[config.mk]
export PLATFORM = sky130hd
export DESIGN_NAME = decode_stage
export DESIGN_NICKNAME = d
export VERILOG_FILES = /design/src/rtl/decode_stage.sv
export SDC_FILE = /design/constraint.sdc
export NUM_CORES = 1
export LEC_CHECK = 0
export ABC_AREA = 1
export ABC_CLOCK_PERIOD_IN_PS = 2900
export CAP_MARGIN = 20
export CORE_ASPECT_RATIO = 0.6
export CORE_MARGIN = 5
export CORE_UTILIZATION = 40
export DETAILED_ROUTE_END_ITERATION = 10
export PLACE_DENSITY_LB_ADDON = 0.25
export SLEW_MARGIN = 25
export SYNTH_ARGS = -nofsm -noshare
export SYNTH_HDL_FRONTEND = slang
export SYNTH_SLANG_ARGS = --single-unit
[constraint.sdc]
create_clock -name clk -period 2.9 [get_ports clk]
set_input_delay 0.29 -clock clk [delete_from_list [all_inputs] [get_ports clk]]
set_output_delay 0.29 -clock clk [all_outputs]
set_load 0.02 [all_outputs]
[src/rtl/decode_stage.sv]
// RV32I decode stage: registered, valid/ready handshaked, with load-use
// bubble insertion and illegal-instruction flagging.
module decode_stage #(
  parameter int LOAD_USE_BUBBLES = 1,
  parameter bit ENABLE_BRANCH    = 1'b1
) (
  input  logic        clk,
  input  logic        rst,
  input  logic        flush,
  input  logic        in_valid,
  output logic        in_ready,
  input  logic [31:0] in_instr,
  output logic        out_valid,
  input  logic        out_ready,
  output logic [3:0]  out_alu_op,
  output logic [2:0]  out_encoding,
  output logic        out_reg_write,
  output logic        out_alu_src,
  output logic        out_mem_read,
  output logic        out_mem_write,
  output logic        out_branch,
  output logic        out_mem_to_reg,
  output logic        out_branch_ne,
  output logic [4:0]  out_rd,
  output logic [4:0]  out_rs1,
  output logic [4:0]  out_rs2,
  output logic        out_illegal
);

  localparam int CW = (LOAD_USE_BUBBLES > 1) ?
    $clog2(LOAD_USE_BUBBLES + 1) : 1;
  localparam logic [CW-1:0] BUBBLES = CW'(LOAD_USE_BUBBLES);

  localparam logic [3:0] OP_ADD  = 4'd0;
  localparam logic [3:0] OP_SUB  = 4'd1;
  localparam logic [3:0] OP_SLL  = 4'd2;
  localparam logic [3:0] OP_SRL  = 4'd3;
  localparam logic [3:0] OP_SRA  = 4'd4;
  localparam logic [3:0] OP_AND  = 4'd5;
  localparam logic [3:0] OP_OR   = 4'd6;
  localparam logic [3:0] OP_XOR  = 4'd7;
  localparam logic [3:0] OP_SLT  = 4'd8;
  localparam logic [3:0] OP_SLTU = 4'd9;

  localparam logic [2:0] ENC_R = 3'd0;
  localparam logic [2:0] ENC_I = 3'd1;
  localparam logic [2:0] ENC_S = 3'd2;
  localparam logic [2:0] ENC_B = 3'd3;

  typedef struct packed {
    logic [3:0] alu_op;
    logic [2:0] enc;
    logic       reg_write;
    logic       alu_src;
    logic       mem_read;
    logic       mem_write;
    logic       branch;
    logic       mem_to_reg;
    logic       branch_ne;
    logic [4:0] rd;
    logic [4:0] rs1;
    logic [4:0] rs2;
    logic       illegal;
  } ctrl_t;

  ctrl_t          dec;
  ctrl_t          entry_q, entry_d;
  logic           entry_valid_q, entry_valid_d;
  logic [CW-1:0]  cnt_q, cnt_d;
  logic [4:0]     load_rd_q, load_rd_d;
  logic           load_rd_valid_q, load_rd_valid_d;

  logic [6:0] opcode;
  logic [2:0] f3;
  logic [6:0] f7;
  logic       f7_zero, f7_alt;
  logic       is_r, is_i, is_lw, is_sw, is_br;

  assign opcode  = in_instr[6:0];
  assign f3      = in_instr[14:12];
  assign f7      = in_instr[31:25];
  assign f7_zero = (f7 == 7'b0000000);
  assign f7_alt  = (f7 == 7'b0100000);

  assign is_r  = (opcode == 7'b0110011);
  assign is_i  = (opcode == 7'b0010011);
  assign is_lw = (opcode == 7'b0000011) && (f3 == 3'b010);
  assign is_sw = (opcode == 7'b0100011) && (f3 == 3'b010);
  assign is_br = ENABLE_BRANCH && (opcode == 7'b1100011) &&
                 (f3[2:1] == 2'b00);

  function automatic logic [3:0] base_op(input logic [2:0] f);
    logic [3:0] op;
    unique case (f)
      3'b000:  op = OP_ADD;
      3'b001:  op = OP_SLL;
      3'b010:  op = OP_SLT;
      3'b011:  op = OP_SLTU;
      3'b100:  op = OP_XOR;
      3'b101:  op = OP_SRL;
      3'b110:  op = OP_OR;
      default: op = OP_AND;
    endcase
    return op;
  endfunction

  always_comb begin
    dec     = '0;
    dec.rd  = in_instr[11:7];
    dec.rs1 = in_instr[19:15];
    dec.rs2 = in_instr[24:20];
    unique case (1'b1)
      is_r: begin
        dec.enc       = ENC_R;
        dec.reg_write = 1'b1;
        if (f7_zero)
          dec.alu_op = base_op(f3);
        else if (f7_alt && f3 == 3'b000)
          dec.alu_op = OP_SUB;
        else if (f7_alt && f3 == 3'b101)
          dec.alu_op = OP_SRA;
        else
          dec.illegal = 1'b1;
      end
      is_i: begin
        dec.enc       = ENC_I;
        dec.alu_src   = 1'b1;
        dec.reg_write = 1'b1;
        dec.alu_op    = base_op(f3);
        if (f3 == 3'b001 && !f7_zero)
          dec.illegal = 1'b1;
        if (f3 == 3'b101) begin
          if (f7_alt)
            dec.alu_op = OP_SRA;
          else if (!f7_zero)
            dec.illegal = 1'b1;
        end
      end
      is_lw: begin
        dec.enc        = ENC_I;
        dec.alu_src    = 1'b1;
        dec.mem_read   = 1'b1;
        dec.mem_to_reg = 1'b1;
        dec.reg_write  = 1'b1;
      end
      is_sw: begin
        dec.enc       = ENC_S;
        dec.alu_src   = 1'b1;
        dec.mem_write = 1'b1;
      end
      is_br: begin
        dec.enc       = ENC_B;
        dec.alu_op    = OP_SUB;
        dec.branch    = 1'b1;
        dec.branch_ne = f3[0];
      end
      default: dec.illegal = 1'b1;
    endcase
    // Illegal entries still flow, but must not change architectural state.
    if (dec.illegal) begin
      dec.reg_write  = 1'b0;
      dec.mem_read   = 1'b0;
      dec.mem_write  = 1'b0;
      dec.branch     = 1'b0;
      dec.mem_to_reg = 1'b0;
    end
  end

  logic dependent, stall, depart, accept;

  assign dependent = load_rd_valid_q &&
    ((entry_q.rs1 == load_rd_q) ||
     ((entry_q.enc != ENC_I) && (entry_q.rs2 == load_rd_q)));
  assign stall     = dependent && (cnt_q != '0);
  assign out_valid = entry_valid_q && !stall;
  assign depart    = out_valid && out_ready;
  assign in_ready  = !flush && (!entry_valid_q || depart);
  assign accept    = in_valid && in_ready;

  always_comb begin
    entry_d         = entry_q;
    entry_valid_d   = entry_valid_q;
    cnt_d           = cnt_q;
    load_rd_d       = load_rd_q;
    load_rd_valid_d = load_rd_valid_q;
    if (cnt_q != '0)
      cnt_d = cnt_q - CW'(1);
    if (depart) begin
      entry_valid_d = 1'b0;
      if (!entry_q.mem_read) begin
        load_rd_valid_d = 1'b0;
      end else if (entry_q.rd != 5'd0) begin
        load_rd_d       = entry_q.rd;
        load_rd_valid_d = 1'b1;
        cnt_d           = BUBBLES;
      end
    end
    if (accept) begin
      entry_valid_d = 1'b1;
      entry_d       = dec;
    end
    if (flush) begin
      entry_valid_d   = 1'b0;
      cnt_d           = '0;
      load_rd_valid_d = 1'b0;
    end
  end

  always_ff @(posedge clk) begin
    if (rst) begin
      entry_q         <= '0;
      entry_valid_q   <= 1'b0;
      cnt_q           <= '0;
      load_rd_q       <= '0;
      load_rd_valid_q <= 1'b0;
    end else begin
      entry_q         <= entry_d;
      entry_valid_q   <= entry_valid_d;
      cnt_q           <= cnt_d;
      load_rd_q       <= load_rd_d;
      load_rd_valid_q <= load_rd_valid_d;
    end
  end

  assign out_alu_op     = entry_q.alu_op;
  assign out_encoding   = entry_q.enc;
  assign out_reg_write  = entry_q.reg_write;
  assign out_alu_src    = entry_q.alu_src;
  assign out_mem_read   = entry_q.mem_read;
  assign out_mem_write  = entry_q.mem_write;
  assign out_branch     = entry_q.branch;
  assign out_mem_to_reg = entry_q.mem_to_reg;
  assign out_branch_ne  = entry_q.branch_ne;
  assign out_rd         = entry_q.rd;
  assign out_rs1        = entry_q.rs1;
  assign out_rs2        = entry_q.rs2;
  assign out_illegal    = entry_q.illegal;

endmodule
# Word level (Yosys, flattened, before mapping)
# Index checks and enable logic that the tools add are counted.
# classes
add_sub_neg,1
n_eq_ne,16
muxes,32
n_reduce_logical,31
# op_table
op,n
$pmux 4 s7,1
$mux 1,22
$eq 7x6->1 const B,3
$mux 4,5
$logic_and 1x1->1,13
$pmux 4 s3,1
$eq 5x5->1,2
$eq 3x3->1 const B,3
$reduce_or 3->1,3
$eq 7x2->1 const B,1
$eq 7x5->1 const B,1
$eq 7x7->1 const B,1
$logic_not 7->1,1
$eq 3x2->1 const B,2
$pmux 2 s3,1
$reduce_bool 5->1,1
$logic_not 1->1,4
$reduce_or 2->1,2
$eq 3x1->1 const B,1
$logic_not 3->1,1
$mux 3,1
$ne 3x1->1 const B,1
$pmux 1 s3,1
$reduce_and 3->1,1
other kinds (6),7
# word_totals
ff_bits,38
in_bits,37
out_inout_bits,32
elab_cells,97

# Logic depth before layout (Yosys ltp)
# logic_depth
depth_word,12
ltp_mapped,14
ltp_nobuf,13

# Least setup slack after synthesis
# Ideal clock, no wire load.
# synth_path
kind,register to register
from,"register entry_q, in the netlist out_rs2[0]"
to,"register entry_q, in the netlist out_mem_read"
setup_ps,113
arrival_time_ps,1525
required_ps,2787
path_slack_ps,1262
stages_incl_launch_ff,14
n_path_buf,2
period_less_slack_ps,1638
path_cell_list,dfxtp_1 > inv_1 > nor2_1 > nor2_1 > nand3_1 > nand2_1 > nand2_1 > nand3_2 > nand2_4 > nand3_4 > buf_6 > buf_6 > nor2_1 > nor2_1
# synth_via
elab_chain_cells,11
# synth_lines
item,line_no,text
from (decl),67,"ctrl_t entry_q, entry_d;"
from (signal assigned),217,entry_q <= entry_d;
$eq 5x5->1,173,((entry_q.enc != ENC_I) && (entry_q.rs2 == load_rd_q)));
$logic_and 1x1->1,173,
$logic_or 1x1->1,172,((entry_q.rs1 == load_rd_q) ||
$logic_and 1x1->1,171,assign dependent = load_rd_valid_q &&
$logic_and 1x1->1,174,assign stall = dependent && (cnt_q != '0);
$logic_not 1->1,175,assign out_valid = entry_valid_q && !stall;
$logic_and 1x1->1,175,
$logic_and 1x1->1,176,assign depart = out_valid && out_ready;
$logic_or 1x1->1,177,assign in_ready = !flush && (!entry_valid_q || depart);
$logic_and 1x1->1,177,
$logic_and 1x1->1,178,assign accept = in_valid && in_ready;
# No other way between the ends.
# A chain may end at the register's enable or synchronous reset.

# Worst setup path after layout
# layout_path
from,register load_rd_q[4]
to,output in_ready
# layout_via
elab_chain_cells,10
word_cells_on_any_way,11
cone_classes,eq/ne: 2; reduce/logical: 9
# layout_lines
item,line_no,text
from (decl),70,"logic [4:0] load_rd_q, load_rd_d;"
from (signal assigned),220,load_rd_q <= load_rd_d;
$eq 5x5->1,173,
$logic_and 1x1->1,173,
$logic_or 1x1->1 (*),172,
$logic_and 1x1->1 (*),171,
$logic_and 1x1->1 (*),174,
$logic_not 1->1 (*),175,
$logic_and 1x1->1 (*),175,
$logic_and 1x1->1 (*),176,
$logic_or 1x1->1 (*),177,
$logic_and 1x1->1 (*),177,
to (decl),11,"output logic in_ready,"
# Every way passes the cells marked *; elsewhere a longest branch is shown, timed or not.

==> flow_summary.ini <==
[clock_tree]
cts_buffer_depth = 2
cts_setup_buffers = 0
tritoncts = yes
clk_latency_ns = 0.29
hold_buffers = 0
clk_root_buffer_cell = clkbuf_8
cts_sinks = 36
cts_resized = 0
cts_buffers = 5
path_clk_slew_ns = 0.08
h-tree-depth = 2

[route]
final_antenna_net_count = 0
wire_per_inst_um = 10.9
dr.pass1.iters = 4
vias = 2143
wl_mm = 5.27
initialDrtViolationCount = 128
via_per_inst = 4.42
drc = 0

[place]
dpl.cell_count = 477
gp_congestion = 0.863
placed_area_um2 = 2740
portBuffers = 67
hpwl_mm = 4.11

[layout]
seqCellArea_um2 = 721
fin_area_um2 = 2830
area_delta_synth_final_pct = 38.2
final_cells = 485
nets = 455
drive_gt1_frac = 0.0310
multiInputGateArea_um2 = 1030
nFillCells = 526
n_antenna_cell = 0

[synth]
synth_edf_count = 0
syn_nets = 391
synth_cells = 354
ys_ff_latch = 36
netlist_area_um2 = 2050
yosys_warnings = 0
synth_area_per_cell_um2 = 5.78
yosysUniqueCellTypes = 24
async_flop_share = 0
synth_seq_area_share = 0.352
synth_ff_type = dfxtp_1

[setup_path]
end_kind = output port
critPathLaunch = load_rd_q[4]
required_ns = 2.61
critical_path_class = reg -> out
crit_fanout = 5
r2r-start = load_rd_q[4]
reg2reg_to = out_rd[4]
cp_data_arrival_time_ns = 2.08
start_kind = register
reg2reg_slack_ns = 0.89
ff2ff_path_depth = 11

[sta]
fin_crit_ns = 2.37
worst_pin_slew_ns = 0.625
hold_slack_ns = 0.489
tns_ns = 0
fin_skew_ns = 0.0103
layout_worst_path_cycle_share = 0.818
setup_violations = 0
fmaxAchievable_mhz = 422
hold_violations = 0
max_slew_margin = 0.580
rsz0062_at_grt = false
drv_slew = 0

[floorplan]
row_count = 20
die_w_um = 102
core_region_area_um2 = 5000
ios = 69
initial_core_util = 0.409
dieHeight_um = 65.4
die_area_um2 = 6690

[power_and_ir_drop]
p_leak_nw = 1.40
ir_drop_v = 0.000216
p_per_area_nw_per_um2 = 416

[global_routing]
grt_pass1_wl_mm = 8.78
grt_pass1_vias = 1973
grt.overflow.total = 0
track_usage = 0.165
antenna_found_initial = 0
grt_max_degree = 50

[hold_path]
hp-class = reg -> reg
min_to = load_rd_valid_q
hold_depth = 2
min-delay-start = load_rd_valid_q

[outcome]
outcome = finished clean

[flow_run]
cap_violations = 0
==> cells in the final DEF (no fill, tap or decap), types with 2 or more instances in the layout <==
cell             instances
nand2_1                116
nor2_1                  85
clkdlybuf4s50_1         67
inv_1                   59
dfxtp_1                 36
nand3_1                 10
nand4_1                 10
a21oi_1                  9
clkbuf_8                 5
o21ai_0                  4
nor3_1                   3
a21boi_0                 2
clkinv_2                 2
==> power by group <==
| part | switching, mW | leakage, nW | internal (mW) |
|---|---|---|---|
| sequential | 0.0194 | 0.295 | 0.521 |
| clock | 0.188 | 0.0479 | 0.167 |
| combinational | 0.146 | 1.06 | 0.132 |
| total | 0.354 | 1.40 | 0.821 |
==> worst max-delay path, cell delays in order (launching register included) <==
cell	delay (ns)
dfxtp_1	0.42
nand2_1	0.07
nand2_1	0.06
nor2_1	0.04
nand3_1	0.07
nand2_1	0.07
nand2_1	0.08
nand3_2	0.13
a21oi_1	0.21
clkdlybuf4s50_1	0.63
==> cell usage after synthesis (2+ instances only) <==
| cell | n | area (µm²) |
|---|---|---|
| nor2_1 | 85 | 319 |
| nand2_1 | 116 | 435 |
| buf_4 | 2 | 15.0 |
| o21ai_0 | 4 | 20.0 |
| clkbuf_1 | 3 | 11.3 |
| buf_2 | 3 | 15.0 |
| dfxtp_1 | 36 | 721 |
| nor3_1 | 3 | 15.0 |
| buf_6 | 2 | 22.5 |
| nand3_1 | 10 | 50.1 |
| inv_1 | 59 | 221 |
| a21boi_0 | 2 | 15.0 |
| a21oi_1 | 9 | 45.0 |
| nand4_1 | 10 | 62.6 |
==> kinds of logic after synthesis <==
family / count (synthesis) / share of synthesized area
AND/OR/NAND/NOR: 228 / 0.454
AO/OA/AOI/OAI: 16 / 0.0428
other: 1 / 0.00183
flip-flops: 36 / 0.352
XOR/XNOR: 1 / 0.00428
buffers and inverters: 72 / 0.145
==> sequential cells by signal, summed over array words and instances (netlist names) <==
register,count
cnt_q,1
entry_valid_q,1
load_rd_q,5
load_rd_valid_q,1
out_alu_op,4
out_alu_src,1
out_branch,1
out_branch_ne,1
out_encoding,2
out_illegal,1
out_mem_read,1
out_mem_write,1
out_rd,5
out_reg_write,1
out_rs1,5
out_rs2,5
==> through the flow <==
stage               setup slack (ns)   util  power [mW]
detailed placement             0.835  0.547       0.830
CTS                            0.513  0.565        1.19
global placement               0.844  0.547       0.826
global route                   0.334  0.565        1.25
finish                         0.529  0.565        1.17
floorplan                       1.26      -       0.701
==> routing by layer <==
layer  up-vias  routed length [µm]  GRT usage
met3         4                 424     0.0583
met5         -                   0          0
met4         0                  18     0.0344
li1       1176                   -          -
met1       898                2760      0.234
met2        65                2060      0.240
==> area by class of cell <==
class | instances | share of cell area
clock buffer | 5 | 0.0243
clock inverter | 3 | 0.00664
inverter | 61 | 0.0810
multi-input combinational | 246 | 0.364
sequential | 36 | 0.255
tap | 66 | 0.0292
timing repair buffer | 68 | 0.240
==> worst max path at each step <==
stage | to | depth (start not counted)
6_report | in_ready | 9
3_5_place_dp | in_ready | 4
5_1_grt | in_ready | 9
3_3_place_gp | in_ready | 4
4_1_cts | in_ready | 9
2_1_floorplan | out_mem_read | 13
Power figures use the tool's default switching activity.
